===== config.mk =====
export PLATFORM = sky130hd
export DESIGN_NAME = dma_rd_line_packer_flat
export DESIGN_NICKNAME = d
export VERILOG_FILES = /design/src/rtl/dma_buf_pkg.sv /design/src/rtl/dma_rd_line_packer_if.sv /design/src/rtl/dma_rd_line_packer_pack.sv /design/src/rtl/dma_rd_line_packer.sv /design/src/flat_wrapper.sv
export SDC_FILE = /design/constraint.sdc
export NUM_CORES = 1
export LEC_CHECK = 0
export BUFFER_PORTS_ARGS = -buffer_cell sky130_fd_sc_hd__buf_2
export CAP_MARGIN = 10
export CORE_AREA = 10 10 160 162
export CTS_CLUSTER_DIAMETER = 30
export CTS_CLUSTER_SIZE = 14
export DETAILED_ROUTE_END_ITERATION = 6
export DIE_AREA = 0 0 170 172
export PLACE_DENSITY = 0.78
export SYNTH_ARGS = -nofsm -noshare
export SYNTH_HDL_FRONTEND = slang
export SYNTH_SLANG_ARGS = --single-unit

===== constraint.sdc =====
create_clock -name clk -period 2 [get_ports clk]
set_input_delay 0 -clock clk [delete_from_list [all_inputs] [get_ports clk]]
set_output_delay 0 -clock clk [all_outputs]
set_load 0.02 [all_outputs]

===== src/rtl/dma_buf_pkg.sv =====
// Shared types and defaults for the DMA read-side buffer line packer.
package dma_buf_pkg;

  typedef enum logic [1:0] {
    ST_IDLE  = 2'd0,
    ST_RUN   = 2'd1,
    ST_FLUSH = 2'd2
  } state_e;

  localparam int DATA_W_DEF = 32;
  localparam int PACK_DEF   = 4;
  localparam int ADDR_W_DEF = 12;

  function automatic int line_w(input int data_w, input int pack);
    return data_w * pack;
  endfunction

endpackage


===== src/rtl/dma_rd_line_packer_if.sv =====
// Word stream from the read DMA into the line packer; no ready, the sink always accepts.
interface dma_rd_line_packer_if #(
  parameter int DATA_W = 32
) ();

  logic [DATA_W-1:0] data;
  logic              data_vld;
  logic              done;

  modport master (output data, data_vld, done);
  modport slave  (input  data, data_vld, done);

endinterface


===== src/rtl/dma_rd_line_packer_pack.sv =====
// Word-slot array: fills PACK slots LSB first, zero-pads a short line on done.
// Combinational line_we_o/line_o for the word accepted this cycle; no backpressure.
module line_shift_pack #(
  parameter int DATA_W = 32,
  parameter int PACK   = 4
) (
  input  logic                   clk,
  input  logic                   rst,
  input  logic                   clr_i,
  input  logic                   vld_i,
  input  logic [DATA_W-1:0]      word_i,
  input  logic                   done_i,
  output logic                   line_we_o,
  output logic [DATA_W*PACK-1:0] line_o
);

  localparam int IDX_W = $clog2(PACK);

  logic [IDX_W-1:0]             fill_q, fill_d;
  logic [PACK-1:0][DATA_W-1:0]  slot_q, slot_d;
  logic [PACK-1:0][DATA_W-1:0]  line_arr;
  logic                         last_word;

  assign last_word = vld_i && (fill_q == IDX_W'(PACK - 1));
  assign line_o    = line_arr;

  // Slots are cleared after every line, so unfilled slots already read as zero padding.
  always_comb begin
    slot_d    = slot_q;
    fill_d    = fill_q;
    line_arr  = slot_q;
    line_we_o = 1'b0;
    if (vld_i) line_arr[fill_q] = word_i;
    if (last_word || (done_i && (vld_i || (fill_q != '0)))) line_we_o = 1'b1;
    if (clr_i || line_we_o || done_i) begin
      slot_d = '0;
      fill_d = '0;
    end else if (vld_i) begin
      slot_d[fill_q] = word_i;
      fill_d         = fill_q + 1'b1;
    end
  end

  always_ff @(posedge clk) begin
    if (rst) begin
      slot_q <= '0;
      fill_q <= '0;
    end else begin
      slot_q <= slot_d;
      fill_q <= fill_d;
    end
  end

endmodule


===== src/rtl/dma_rd_line_packer.sv =====
// Packs DMA words into buffer lines with address generation, line count and overflow guard.
// Write one cycle after the completing word; load_done one cycle after; never stalls the DMA.
module dma_rd_line_packer
  import dma_buf_pkg::*;
#(
  parameter  int DATA_W = DATA_W_DEF,
  parameter  int PACK   = PACK_DEF,
  parameter  int ADDR_W = ADDR_W_DEF,
  localparam int LINE_W = line_w(DATA_W, PACK)
) (
  input  logic                   clk,
  input  logic                   rst,
  input  logic                   start_i,
  input  logic [ADDR_W-1:0]      base_addr_i,
  dma_rd_line_packer_if.slave    wrd_if,
  output logic                   buf_we_o,
  output logic [ADDR_W-1:0]      buf_addr_o,
  output logic [LINE_W-1:0]      buf_wdata_o,
  output logic                   busy_o,
  output logic                   load_done_o,
  output logic [ADDR_W:0]        lines_o,
  output logic                   ovf_o
);

  localparam logic [ADDR_W:0] LINES_MAX = {1'b1, {ADDR_W{1'b0}}};

  state_e              state_q, state_d;
  logic [ADDR_W-1:0]   addr_q, addr_d, waddr_q, waddr_d;
  logic [ADDR_W:0]     lines_q, lines_d;
  logic [LINE_W-1:0]   wdata_q, wdata_d;
  logic                ovf_q, ovf_d, we_q, we_d, busy_q, busy_d, ldone_q, ldone_d;
  logic                run_en, pk_vld, pk_done, line_we;
  logic [LINE_W-1:0]   line_dat;

  // start_i wins over a coincident word or done, which are dropped.
  assign run_en  = (state_q == ST_RUN) && !start_i;
  assign pk_vld  = run_en && wrd_if.data_vld;
  assign pk_done = run_en && wrd_if.done;

  line_shift_pack #(.DATA_W(DATA_W), .PACK(PACK)) u_pack (
    .clk       (clk),
    .rst       (rst),
    .clr_i     (start_i),
    .vld_i     (pk_vld),
    .word_i    (wrd_if.data),
    .done_i    (pk_done),
    .line_we_o (line_we),
    .line_o    (line_dat)
  );

  always_comb begin
    state_d = state_q;
    addr_d  = addr_q;
    waddr_d = waddr_q;
    wdata_d = wdata_q;
    lines_d = lines_q;
    ovf_d   = ovf_q;
    busy_d  = busy_q;
    we_d    = 1'b0;
    ldone_d = 1'b0;
    if (start_i) begin
      state_d = ST_RUN;
      addr_d  = base_addr_i;
      lines_d = '0;
      ovf_d   = 1'b0;
      busy_d  = 1'b1;
    end else begin
      case (state_q)
        ST_RUN: begin
          if (line_we) begin
            // A full buffer swallows further lines but the load still completes.
            if (lines_q == LINES_MAX) begin
              ovf_d = 1'b1;
            end else begin
              we_d    = 1'b1;
              waddr_d = addr_q;
              wdata_d = line_dat;
              addr_d  = addr_q + 1'b1;
              lines_d = lines_q + 1'b1;
            end
          end
          if (pk_done) state_d = ST_FLUSH;
        end
        ST_FLUSH: begin
          state_d = ST_IDLE;
          ldone_d = 1'b1;
          busy_d  = 1'b0;
        end
        default: ;
      endcase
    end
  end

  always_ff @(posedge clk) begin
    if (rst) begin
      state_q <= ST_IDLE;
      addr_q  <= '0;
      waddr_q <= '0;
      wdata_q <= '0;
      lines_q <= '0;
      ovf_q   <= 1'b0;
      busy_q  <= 1'b0;
      we_q    <= 1'b0;
      ldone_q <= 1'b0;
    end else begin
      state_q <= state_d;
      addr_q  <= addr_d;
      waddr_q <= waddr_d;
      wdata_q <= wdata_d;
      lines_q <= lines_d;
      ovf_q   <= ovf_d;
      busy_q  <= busy_d;
      we_q    <= we_d;
      ldone_q <= ldone_d;
    end
  end

  assign buf_we_o    = we_q;
  assign buf_addr_o  = waddr_q;
  assign buf_wdata_o = wdata_q;
  assign busy_o      = busy_q;
  assign load_done_o = ldone_q;
  assign lines_o     = lines_q;
  assign ovf_o       = ovf_q;

endmodule


===== src/flat_wrapper.sv =====
// flat-port wrapper written by rule: the top's interface ports become plain ports
module dma_rd_line_packer_flat import dma_buf_pkg::*;
#(
  parameter  int DATA_W = DATA_W_DEF,
  parameter  int PACK   = PACK_DEF,
  parameter  int ADDR_W = ADDR_W_DEF,
  localparam int LINE_W = line_w(DATA_W, PACK)
)
  (clk, rst, start_i, base_addr_i, buf_we_o, buf_addr_o, buf_wdata_o, busy_o, load_done_o, lines_o, ovf_o, wrd_if_data, wrd_if_data_vld, wrd_if_done);
  dma_rd_line_packer_if #(.DATA_W(DATA_W)) wrd_if_i ();
  input  logic clk;
  input  logic rst;
  input  logic start_i;
  input  logic [ADDR_W-1:0] base_addr_i;
  output logic buf_we_o;
  output logic [ADDR_W-1:0] buf_addr_o;
  output logic [LINE_W-1:0] buf_wdata_o;
  output logic busy_o;
  output logic load_done_o;
  output logic [ADDR_W:0] lines_o;
  output logic ovf_o;
  input wire logic [$bits(wrd_if_i.data)-1:0] wrd_if_data;
  input wire logic [$bits(wrd_if_i.data_vld)-1:0] wrd_if_data_vld;
  input wire logic [$bits(wrd_if_i.done)-1:0] wrd_if_done;
  assign wrd_if_i.data = wrd_if_data;
  assign wrd_if_i.data_vld = wrd_if_data_vld;
  assign wrd_if_i.done = wrd_if_done;
  dma_rd_line_packer #(.DATA_W(DATA_W), .PACK(PACK), .ADDR_W(ADDR_W)) u_core (.clk(clk), .rst(rst), .start_i(start_i), .base_addr_i(base_addr_i), .wrd_if(wrd_if_i), .buf_we_o(buf_we_o), .buf_addr_o(buf_addr_o), .buf_wdata_o(buf_wdata_o), .busy_o(busy_o), .load_done_o(load_done_o), .lines_o(lines_o), .ovf_o(ovf_o));
endmodule

==> results of run 1 <==
==> final cells by class <==
class,count,area share
clock buffer,72,0.104
sequential,301,0.408
tap,285,0.0241
clock inverter,22,0.0227
timing repair buffer,299,0.140
inverter,9,0.00229
multi-input combinational,707,0.300
==> cells by family after synthesis <==
| kind of cell | Yosys count | synth area share |
|---|---|---|
| AND/OR/NAND/NOR | 379 | 0.148 |
| flip-flops | 301 | 0.556 |
| AO/OA/AOI/OAI | 180 | 0.119 |
| multiplexers | 128 | 0.118 |
| buffers and inverters | 93 | 0.0402 |
| XOR/XNOR | 13 | 0.0105 |
| adder cells (fa/ha/maj) | 7 | 0.00809 |
==> cell usage in the layout (no fill, tap or decap), drive strengths merged, types with 2 or more instances in the layout <==
cell type / count
ha: 7
dfxtp: 301
nor4: 3
buf: 248
and3: 3
o31a: 3
dlygate4sd3: 48
a211oi: 128
clkbuf: 75
a32oi: 4
inv: 13
or3: 3
clkinvlp: 4
xnor2: 9
o22ai: 5
a31oi: 5
and2: 2
nand2: 45
nand4: 6
nand2b: 7
or2: 2
clkinv: 6
nand3b: 3
mux2i: 128
nor4b: 7
bufinv: 8
a21oi: 27
and4: 3
nor2: 282
nand3: 7
a22oi: 3
nor3: 4
xor2: 4
o21ai: 4
==> power breakdown <==
| group | internal [W] | total, W | switching [W] |
|---|---|---|---|
| Combinational | 0.000294 | 0.000752 | 0.000458 |
| Clock | 0.00634 | 0.00924 | 0.00290 |
| Sequential | 0.00610 | 0.00617 | 0.0000676 |
==> registers in the layout, indices dropped and copies added (netlist names) <==
signal,flops
u_core.u_pack.slot_q,128
u_core.u_pack.fill_q,2
u_core.busy_o,1
u_core.buf_addr_o,12
u_core.addr_q,12
u_core.state_q,2
u_core.ovf_o,1
u_core.lines_o,13
u_core.buf_wdata_o,128
u_core.load_done_o,1
u_core.buf_we_o,1
==> final timing paths <==
check / endpoint / depth (start not counted) / slack (ns)
min reg2reg: u_core.buf_addr_o[10]$_SDFFE_PP0P_ / 2 / 0.46
max reg2reg: u_core.buf_wdata_o[86]$_SDFFE_PP0P_ / 7 / 0.006
min: u_core.u_pack.fill_q[0]$_SDFFE_PP0N_ / 5 / 0.11
max: u_core.buf_wdata_o[86]$_SDFFE_PP0P_ / 7 / 0.006
==> per-stage QoR <==
| step | util | cells | setup WS (ns) |
|---|---|---|---|
| 2_1_floorplan | - | 1101 | 0.0162 |
| 3_3_place_gp | 0.549 | 1547 | 0.0946 |
| 3_5_place_dp | 0.549 | 1547 | 0.0431 |
| 4_1_cts | 0.654 | 1689 | 0.0129 |
| 5_1_grt | 0.661 | 1695 | -0.0841 |
| 6_report | 0.661 | 1695 | 0.00578 |
==> layer usage <==
metal,up-vias,track usage,part of all wire
li1,4361,-,-
met1,4344,0.244,0.43
met2,309,0.322,0.48
met3,32,0.0547,0.073
met4,0,0.0454,0.010
met5,-,0,0
==> worst max-delay path, cell delays in order, from the launching register on <==
cell      delay [ns]
dfxtp_1         0.36
nor4b_1         0.43
and3_1          0.34
nor2_4          0.09
buf_12          0.17
buf_4           0.17
nor2_1          0.17
a211oi_2        0.08
==> timing repair <==
item,4_1_cts,5_1_grt
endpoints found under the hold margin,281,0
setup endpoints to repair,0,263
setup buffers,0,3
gates resized for setup,0,10
hold buffers,48,0
==> impl_metrics.json, run 1 <==
{
  "fin_crit_ns": 1.99,
  "syn_to_final_growth_pct": 36.5,
  "start_util": 0.484,
  "synth-seq-cells": 301,
  "grt_start_max_net_pins": 162,
  "leakage_nw": 6.74,
  "synth_area_leaders": "dfxtp_1 (56%), mux2i_1 (12%), nor2_1 (9.7%), a211oi_1 (8.9%), buf_2 (2.5%)",
  "synth_top_area_frac": 0.556,
  "final_area_um2": 14800,
  "period_share": 0.997,
  "clkSinkCount": 301,
  "relSlewSlack": 0.491,
  "cts-root-buf": "clkbuf_16",
  "multi_input_area_um2": 4430,
  "power_density_nw_per_um2": 1090,
  "grt_pass1_wl_um": 47200,
  "yosysTopAreaCell": "dfxtp_1",
  "synthesis.nets": 1157,
  "cp.arrival_ns": 2.36,
  "vias": 9046,
  "crit_required_ns": 2.37,
  "placedInstanceArea_um2": 12300,
  "synth_edf_count": 0,
  "synth_area_um2": 10800,
  "yosysUniqueCellTypes": 40,
  "ys_warn_count": 0,
  "worst_slew_pin_slew_ns": 0.763,
  "tns_ns": 0,
  "endpoint_kind": "flip-flop",
  "maxCapViolations": 0,
  "hpwlAfterDp_um": 18000,
  "routed_wl_um": 30200,
  "power.total_w": 0.0162,
  "clk_pin_slew_worst_paths_ns": 0.05,
  "yosys_most_used_dff": "dfxtp_1",
  "cts_tree": "yes",
  "first_global_vias": 8990,
  "num-fill-cells": 1618,
  "antenna_cells": 0,
  "gr-total-overflow": 0,
  "layout-drive-gt1-share": 0.254,
  "grtUsageTotal": 0.194,
  "htreeDepth": 2,
  "rsz0062_at_grt": "yes",
  "crit_type": "flip-flop to flip-flop",
  "clk_path_buf_depth": 3,
  "die_x_um": 170,
  "final_max_slew_viol_count": 0,
  "ant_nets": 0,
  "wl_per_cell_um": 17.8,
  "worstHoldStart": "wrd_if_data_vld",
  "die_area_um2": 29200,
  "fmax_mhz": 501,
  "port_buffers": 205,
  "yosysMostFrequentCell": "dfxtp_1",
  "dr.pass1.iters": 7,
  "cts_inserted_buffers": 53,
  "ff_latch_area_um2": 6030,
  "ir_worst_vdd_mv": 0.792,
  "startpoint": "u_core.lines_o[2]$_SDFFE_PP0P_",
  "hold_class": "primary input to flip-flop",
  "drc": 0,
  "drt-initial-drc-count": 731,
  "status": "complete, no violations",
  "die-height_um": 172,
  "finalWeightedCongestion": 0.839,
  "worst_skew_pair.late_latency_ns": 0.53,
  "core_area_um2": 22400,
  "yosysSeqAreaShare": 0.556,
  "nets": 1427,
  "postSynthCellCount": 1101,
  "io_pins": 206,
  "antenna_found_initial": 0,
  "whs_ns": 0.112,
  "hold_viol_final": 0,
  "startpoint_type": "flip-flop",
  "synth.top_cells.by_count": "dfxtp_1 (301), nor2_1 (281), a211oi_1 (128), mux2i_1 (128), buf_2 (54)",
  "crit_fanout": 22,
  "via_per_inst": 5.34,
  "reg2reg_from": "u_core.lines_o[2]$_SDFFE_PP0P_",
  "synth_area_per_cell_um2": 9.84,
  "setup_viol": 0,
  "ys_async_sr_fraction": 0,
  "core.rowCount": 55,
  "fin_skew_ns": 0.0147
}
Note: power is estimated with default switching activity, not from simulation.
==> run 2: changes to the inputs <==
--- a/config.mk
+++ b/config.mk
@@ -5,14 +5,15 @@
 export SDC_FILE = /design/constraint.sdc
 export NUM_CORES = 1
 export LEC_CHECK = 0
+export ABC_AREA = 1
 export BUFFER_PORTS_ARGS = -buffer_cell sky130_fd_sc_hd__buf_2
 export CAP_MARGIN = 10
-export CORE_AREA = 10 10 160 162
+export CORE_AREA = 4 4 167 169
 export CTS_CLUSTER_DIAMETER = 30
 export CTS_CLUSTER_SIZE = 14
 export DETAILED_ROUTE_END_ITERATION = 6
-export DIE_AREA = 0 0 170 172
-export PLACE_DENSITY = 0.78
+export DIE_AREA = 0 0 171 173
+export PLACE_DENSITY = 0.79
 export SYNTH_ARGS = -nofsm -noshare
 export SYNTH_HDL_FRONTEND = slang
 export SYNTH_SLANG_ARGS = --single-unit
==> impl_metrics.json, run 2 <==
{
  "status": "complete, no violations",
  "die-height_um": 173,
  "antenna_found_initial": 0,
  "startpoint_type": "flip-flop",
  "grt_start_max_net_pins": 140,
  "worst_slew_pin_slew_ns": 0.718,
  "timing.rr.end": "u_core.buf_wdata_o[95]$_SDFFE_PP0P_",
  "rrSetupSlack_ns": 0.16,
  "ys_warn_count": 0,
  "p_comb_frac": 0.039,
  "port_buffers": 205,
  "drc": 0,
  "reg2reg_from": "u_core.u_pack.fill_q[0]$_SDFFE_PP0N_",
  "ys_async_sr_fraction": 0,
  "yosysUniqueCellTypes": 26,
  "leakage_nw": 6.75,
  "fin_skew_ns": 0.0257,
  "p_switching_w": 0.00400,
  "final_cell_mix": "nand2_1 (617), dfxtp_1 (301), inv_1 (286)",
  "synth_area_per_cell_um2": 6.63,
  "swShare": 0.228,
  "routed_wl_um": 41400,
  "cts_inserted_buffers": 61,
  "core_area_um2": 26600,
  "yosysMostFrequentCell": "nand2_1",
  "finalWeightedCongestion": 0.850,
  "synth_top_area_frac": 0.453,
  "nets": 2272,
  "clk_pin_slew_worst_paths_ns": 0.05,
  "synth_area_um2": 13300,
  "hpwlAfterDp_um": 24900,
  "clk_path_buf_depth": 3,
  "wl_met2_um": 18700,
  "worst_skew_pair.late_latency_ns": 0.58,
  "antenna_cells": 0,
  "gr-total-overflow": 0,
  "synth_fa_ha_area_frac": 0.00658,
  "p_seq_frac": 0.346,
  "ir_worst_vdd_mv": 0.721,
  "fin_crit_ns": 1.84,
  "dr.pass1.iters": 7,
  "yosys_most_used_dff": "dfxtp_1",
  "cts-root-buf": "clkbuf_16",
  "hold_class": "primary input to flip-flop",
  "crit_type": "flip-flop to flip-flop",
  "final_common_cell": "nand2_1",
  "postSynthCellCount": 2006,
  "grt_pass1_wl_um": 64300,
  "power_density_nw_per_um2": 1010,
  "synth_compound_area_frac": 0.162,
  "grtUsageTotal": 0.265,
  "top_layer": "met4",
  "hold_path_end": "u_core.u_pack.slot_q[54]$_SDFF_PP0_",
  "cts_tree": "yes",
  "worstHoldStart": "wrd_if_data[22]",
  "yosys.area_share.simple": 0.246,
  "yosysTopAreaCell": "dfxtp_1",
  "endpoint_kind": "flip-flop",
  "wl_met1_um": 17100,
  "synth_edf_count": 0,
  "final_max_slew_viol_count": 0,
  "fmax_mhz": 543,
  "cp.arrival_ns": 2.33,
  "yosysSeqAreaShare": 0.453,
  "synthesis.nets": 2062,
  "ff2ff_path_depth": 10,
  "cts_setup_buffers": 0,
  "clock_power_share": 0.615,
  "dp.cells": 2452,
  "crit_fanout": 29,
  "rsz0062_at_grt": "no",
  "die_x_um": 171,
  "yosys.area_share.xor_xnor": 0.00461,
  "num-fill-cells": 2242,
  "synth_mux_area_frac": 0,
  "synth_top_family_by_area": "simple AND/OR/NAND/NOR gates",
  "met3_length_um": 3470,
  "synth_area_leaders": "dfxtp_1 (45%), nand2_1 (17%), inv_1 (8.1%), o21ai_0 (7.3%), a21oi_1 (5.8%)",
  "wl_per_cell_um": 15.9,
  "setup_viol": 0,
  "period_share": 0.921,
  "vias": 13500,
  "min_path_cells": 7,
  "htreeDepth": 2,
  "tns_ns": 0,
  "syn_to_final_growth_pct": 29.9,
  "core.rowCount": 60,
  "ant_nets": 0,
  "crit_required_ns": 2.49,
  "first_global_vias": 12800,
  "via_per_inst": 5.16,
  "io_pins": 206,
  "synth-seq-cells": 301,
  "synth.top_cells.by_count": "nand2_1 (619), dfxtp_1 (301), inv_1 (286)",
  "clkSinkCount": 301,
  "relSlewSlack": 0.521,
  "drt-initial-drc-count": 1207,
  "ff_latch_area_um2": 6030,
  "maxCapViolations": 0,
  "start_util": 0.501,
  "p_int_w": 0.0135,
  "hold_viol_final": 0,
  "multi_input_area_um2": 5620,
  "layout-drive-gt1-share": 0.159,
  "die_area_um2": 29600,
  "fin_cells": 2610
}
==> run 2: cell types whose count changed in the layout (fill, tap and decap cells not counted), moves of 8 or more <==
cell | previous run | this run
nor2_1 | 281 | 177
dlygate4sd3_1 | 48 | 40
o21ai_0 | 4 | 193
xnor2_1 | 9 | 1
nand2_1 | 39 | 617
a211oi_1 | 125 | 0
inv_1 | 9 | 286
o21ai_1 | 0 | 84
mux2i_1 | 128 | 0
buf_4 | 31 | 7
nand3_1 | 7 | 30
a21oi_1 | 26 | 153
==> run 2: cell type report <==
type / count / area share
Sequential cell: 301 / 0.349
Clock buffer: 73 / 0.0944
Timing Repair Buffer: 271 / 0.109
Multi-Input combinational cell: 1292 / 0.325
Clock inverter: 43 / 0.0343
Tap cell: 341 / 0.0247
Inverter: 289 / 0.0633
==> run 2: power groups by stage <==
| stage | clock [W] | sequential [W] | combinational (W) |
|---|---|---|---|
| 3_5_place_dp | 0 | 0.00619 | 0.000583 |
| 5_1_grt | 0.0112 | 0.00607 | 0.000725 |
| 3_3_place_gp | 0 | 0.00619 | 0.000578 |
| 4_1_cts | 0.0109 | 0.00607 | 0.000648 |
| 2_1_floorplan | 0 | 0.00619 | 0.000315 |
| 6_report | 0.0108 | 0.00607 | 0.000678 |
==> run 2: logic make-up (layout without fill, tap and decap cells) <==
kind of cell	count (synthesis)	in the layout
adder cells (fa/ha/maj)	7	7
AND/OR/NAND/NOR	847	847
AO/OA/AOI/OAI	431	431
flip-flops	301	301
buffers and inverters	413	676
XOR/XNOR	7	7
==> run 2: how the worst max path moves through the flow <==
stage	startpoint	end	slack, ns	cells past startpoint
detailed placement	u_core.lines_o[0]$_SDFFE_PP0P_	u_core.addr_q[10]$_SDFFE_PP0P_	0.06	10
finish	u_core.u_pack.fill_q[0]$_SDFFE_PP0N_	u_core.buf_wdata_o[95]$_SDFFE_PP0P_	0.16	10
global route	u_core.u_pack.fill_q[0]$_SDFFE_PP0N_	u_core.buf_wdata_o[25]$_SDFFE_PP0P_	0.02	9
CTS	u_core.lines_o[0]$_SDFFE_PP0P_	u_core.addr_q[7]$_SDFFE_PP0P_	0.04	10
global placement	u_core.lines_o[0]$_SDFFE_PP0P_	u_core.addr_q[7]$_SDFFE_PP0P_	0.12	10
floorplan	u_core.lines_o[0]$_SDFFE_PP0P_	u_core.buf_addr_o[10]$_SDFFE_PP0P_	0.30	11
==> run 2: what timing repair did <==
item | in CTS | in global routing
gates resized for setup | 0 | 11
endpoints found under the hold margin | 54 | 0
endpoints found under the setup margin | 0 | 71
hold buffers | 40 | 0
==> run 2: critical path: stages, from the launching register on <==
cell,delay (ns)
dfxtp_1,0.38
inv_1,0.11
ha_2,0.21
nand2_1,0.06
nand3_1,0.12
nand2_2,0.15
nand2_8,0.09
inv_6,0.16
clkbuf_16,0.25
nand2_1,0.07
a21oi_1,0.17
==> run 2: routing by layer <==
layer  track usage  up-vias
met5             0        -
met4         0.132        0
met3        0.0471      109
met2         0.417      612
met1         0.348     6147
li1              -     6606
==> run 2: stage by stage <==
step	power, W	util	hold slack [ns]	instance area [um^2]	setup slack, ns
after global placement	0.00676	0.548	0.287	14600	0.121
after detailed placement	0.00677	0.548	0.295	14600	0.0588
final	0.0175	0.651	0.00775	17300	0.157
after CTS	0.0176	0.647	0.00241	17200	0.0377
after floorplan	0.00651	-	0.0898	13300	0.297
after global routing	0.0180	0.651	0.0468	17300	0.0215
==> run 3: changes to the inputs <==
--- a/config.mk
+++ b/config.mk
@@ -8,12 +8,14 @@
 export ABC_AREA = 1
 export BUFFER_PORTS_ARGS = -buffer_cell sky130_fd_sc_hd__buf_2
 export CAP_MARGIN = 10
-export CORE_AREA = 4 4 167 169
+export CORE_AREA = 4 4 164 166
+export CTS_BUF_LIST = sky130_fd_sc_hd__clkbuf_4
 export CTS_CLUSTER_DIAMETER = 30
 export CTS_CLUSTER_SIZE = 14
 export DETAILED_ROUTE_END_ITERATION = 6
-export DIE_AREA = 0 0 171 173
-export PLACE_DENSITY = 0.79
+export DIE_AREA = 0 0 168 170
+export HOLD_SLACK_MARGIN = 0.12
+export PLACE_DENSITY = 0.81
 export SYNTH_ARGS = -nofsm -noshare
 export SYNTH_HDL_FRONTEND = slang
 export SYNTH_SLANG_ARGS = --single-unit
==> impl_metrics.json, run 3 (synthesized netlist as in run 2, its figures left out) <==
{
  "crit_required_ns": 2.61,
  "endpoint_kind": "flip-flop",
  "die-height_um": 170,
  "hold_class": "primary input to flip-flop",
  "grt_pass1_wl_um": 61100,
  "htreeDepth": 2,
  "power_density_nw_per_um2": 755,
  "rsz0062_at_grt": "yes",
  "fin_crit_ns": 1.89,
  "maxCapViolations": 0,
  "timing.rr.end": "u_core.buf_wdata_o[7]$_SDFFE_PP0P_",
  "clk_path_buf_depth": 3,
  "fin_skew_ns": 0.0817,
  "vias": 13300,
  "gr-total-overflow": 0,
  "ant_nets": 0,
  "final_max_slew_viol_count": 0,
  "reg2reg_from": "u_core.u_pack.fill_q[0]$_SDFFE_PP0N_",
  "min_path_cells": 6,
  "crit_fanout": 29,
  "hold_viol_final": 0,
  "place_ws_ns": -0.0126,
  "drc": 0,
  "rrSetupSlack_ns": 0.11,
  "final_area_um2": 16300,
  "grtUsageTotal": 0.262,
  "startpoint_type": "flip-flop",
  "p_comb_frac": 0.058,
  "layout-drive-gt1-share": 0.155,
  "core_area_um2": 25600,
  "hpwlAfterDp_um": 24200,
  "antenna_found_initial": 2,
  "cts-root-buf": "clkbuf_4",
  "setup_viol": 0,
  "hold_path_end": "u_core.addr_q[2]$_SDFFE_PP0P_",
  "fmax_mhz": 528,
  "start_util": 0.519,
  "leakage_nw": 6.29,
  "cts_tree": "yes",
  "worst_slack_ns": 0.107,
  "grt_start_max_net_pins": 140,
  "power.total_w": 0.0123,
  "io_pins": 206,
  "ir_worst_vdd_mv": 0.416,
  "period_share": 0.946,
  "nets": 2295,
  "relSlewSlack": 0.493,
  "worst_slew_pin_slew_ns": 0.761,
  "status": "complete, no violations",
  "routed_wl_um": 40000,
  "ff2ff_path_depth": 10,
  "wl_per_cell_um": 15.3,
  "worstHoldStart": "base_addr_i[2]",
  "p_switching_w": 0.00327,
  "placedInstanceArea_um2": 14500,
  "die_area_um2": 28600,
  "final_common_cell": "nand2_1",
  "clkSinkCount": 301,
  "dr.pass1.iters": 6,
  "clock_power_share": 0.450,
  "p_seq_frac": 0.492,
  "first_global_vias": 12100,
  "syn_to_final_growth_pct": 22.3,
  "port_buffers": 205,
  "drt-initial-drc-count": 1523,
  "clk_pin_slew_worst_paths_ns": 0.09,
  "die_x_um": 168,
  "finalWeightedCongestion": 0.876,
  "cp.arrival_ns": 2.50,
  "cts_inserted_buffers": 59,
  "via_per_inst": 5.08,
  "core.rowCount": 59,
  "worst_skew_pair.late_latency_ns": 0.76,
  "final_cell_mix": "nand2_1 (619), dfxtp_1 (301), inv_1 (284)",
  "crit_type": "flip-flop to flip-flop",
  "p_int_w": 0.00901,
  "swShare": 0.267
}
run 3: routing by layer:
| layer | part of all wire | GRT usage | up-vias |
|---|---|---|---|
| met5 | 0.00032 | 0 | - |
| li1 | - | - | 6667 |
| met1 | 0.41 | 0.343 | 6018 |
| met3 | 0.092 | 0.0616 | 99 |
| met4 | 0.042 | 0.111 | 2 |
| met2 | 0.45 | 0.416 | 538 |
run 3: layout make-up:
class / instances / area (um^2)
antenna: 1 / 2.50
clock buffer: 63 / 473
clock inverter: 47 / 515
fill: 2248 / 9340
inverter: 289 / 1090
multi-input combinational: 1292 / 5620
sequential: 301 / 6030
tap: 335 / 419
timing repair buffer: 296 / 2130
run 3: worst max-delay path, stage by stage, from the launching register on:
cell       delay [ns]
dfxtp_1          0.42
inv_2            0.08
ha_2             0.21
nand2_1          0.07
nand3_1          0.09
nand2_1          0.17
nand2_8          0.09
inv_4            0.15
clkbuf_16        0.26
nand2_1          0.08
a21oi_1          0.15
run 3: how the worst max path moves through the flow:
| stage | start | endpoint | slack (ns) | cells after the start |
|---|---|---|---|---|
| floorplan | u_core.lines_o[0]$_SDFFE_PP0P_ | u_core.buf_addr_o[10]$_SDFFE_PP0P_ | 0.30 | 11 |
| global placement | u_core.u_pack.fill_q[0]$_SDFFE_PP0N_ | u_core.buf_wdata_o[46]$_SDFFE_PP0P_ | 0.06 | 10 |
| detailed placement | u_core.u_pack.fill_q[0]$_SDFFE_PP0N_ | u_core.buf_wdata_o[62]$_SDFFE_PP0P_ | -0.01 | 10 |
| CTS | u_core.u_pack.fill_q[0]$_SDFFE_PP0N_ | u_core.buf_wdata_o[57]$_SDFFE_PP0P_ | 0.009 | 10 |
| global route | u_core.lines_o[1]$_SDFFE_PP0P_ | u_core.buf_wdata_o[107]$_SDFFE_PP0P_ | -0.03 | 10 |
| finish | u_core.u_pack.fill_q[0]$_SDFFE_PP0N_ | u_core.buf_wdata_o[7]$_SDFFE_PP0P_ | 0.11 | 10 |
run 3: timing repair:
action                                  in CTS  in global routing
hold buffers                                65                  0
setup buffers                                0                  0
resized for setup                            1                  7
endpoints found under the setup margin       4                138
cloned                                       0                  3
endpoints found under the hold margin      289                  0
run 3: through the flow:
stage	util	setup TNS [ns]	hold slack (ns)	cells
after floorplan	-	0	0.0898	2006
after CTS	0.632	0	0.179	2620
after global routing	0.635	-0.173	0.238	2624
final	0.635	0	0.253	2624
after global placement	0.568	0	0.292	2445
after detailed placement	0.568	-0.0126	0.287	2445
run 3: power groups by stage:
| stage | logic (W) | clock network (W) | registers, W |
|---|---|---|---|
| global placement | 0.000573 | 0 | 0.00618 |
| floorplan | 0.000315 | 0 | 0.00619 |
| finish | 0.000710 | 0.00553 | 0.00605 |
| detailed placement | 0.000580 | 0 | 0.00619 |
| CTS | 0.000678 | 0.00561 | 0.00605 |
| global route | 0.000760 | 0.00591 | 0.00605 |
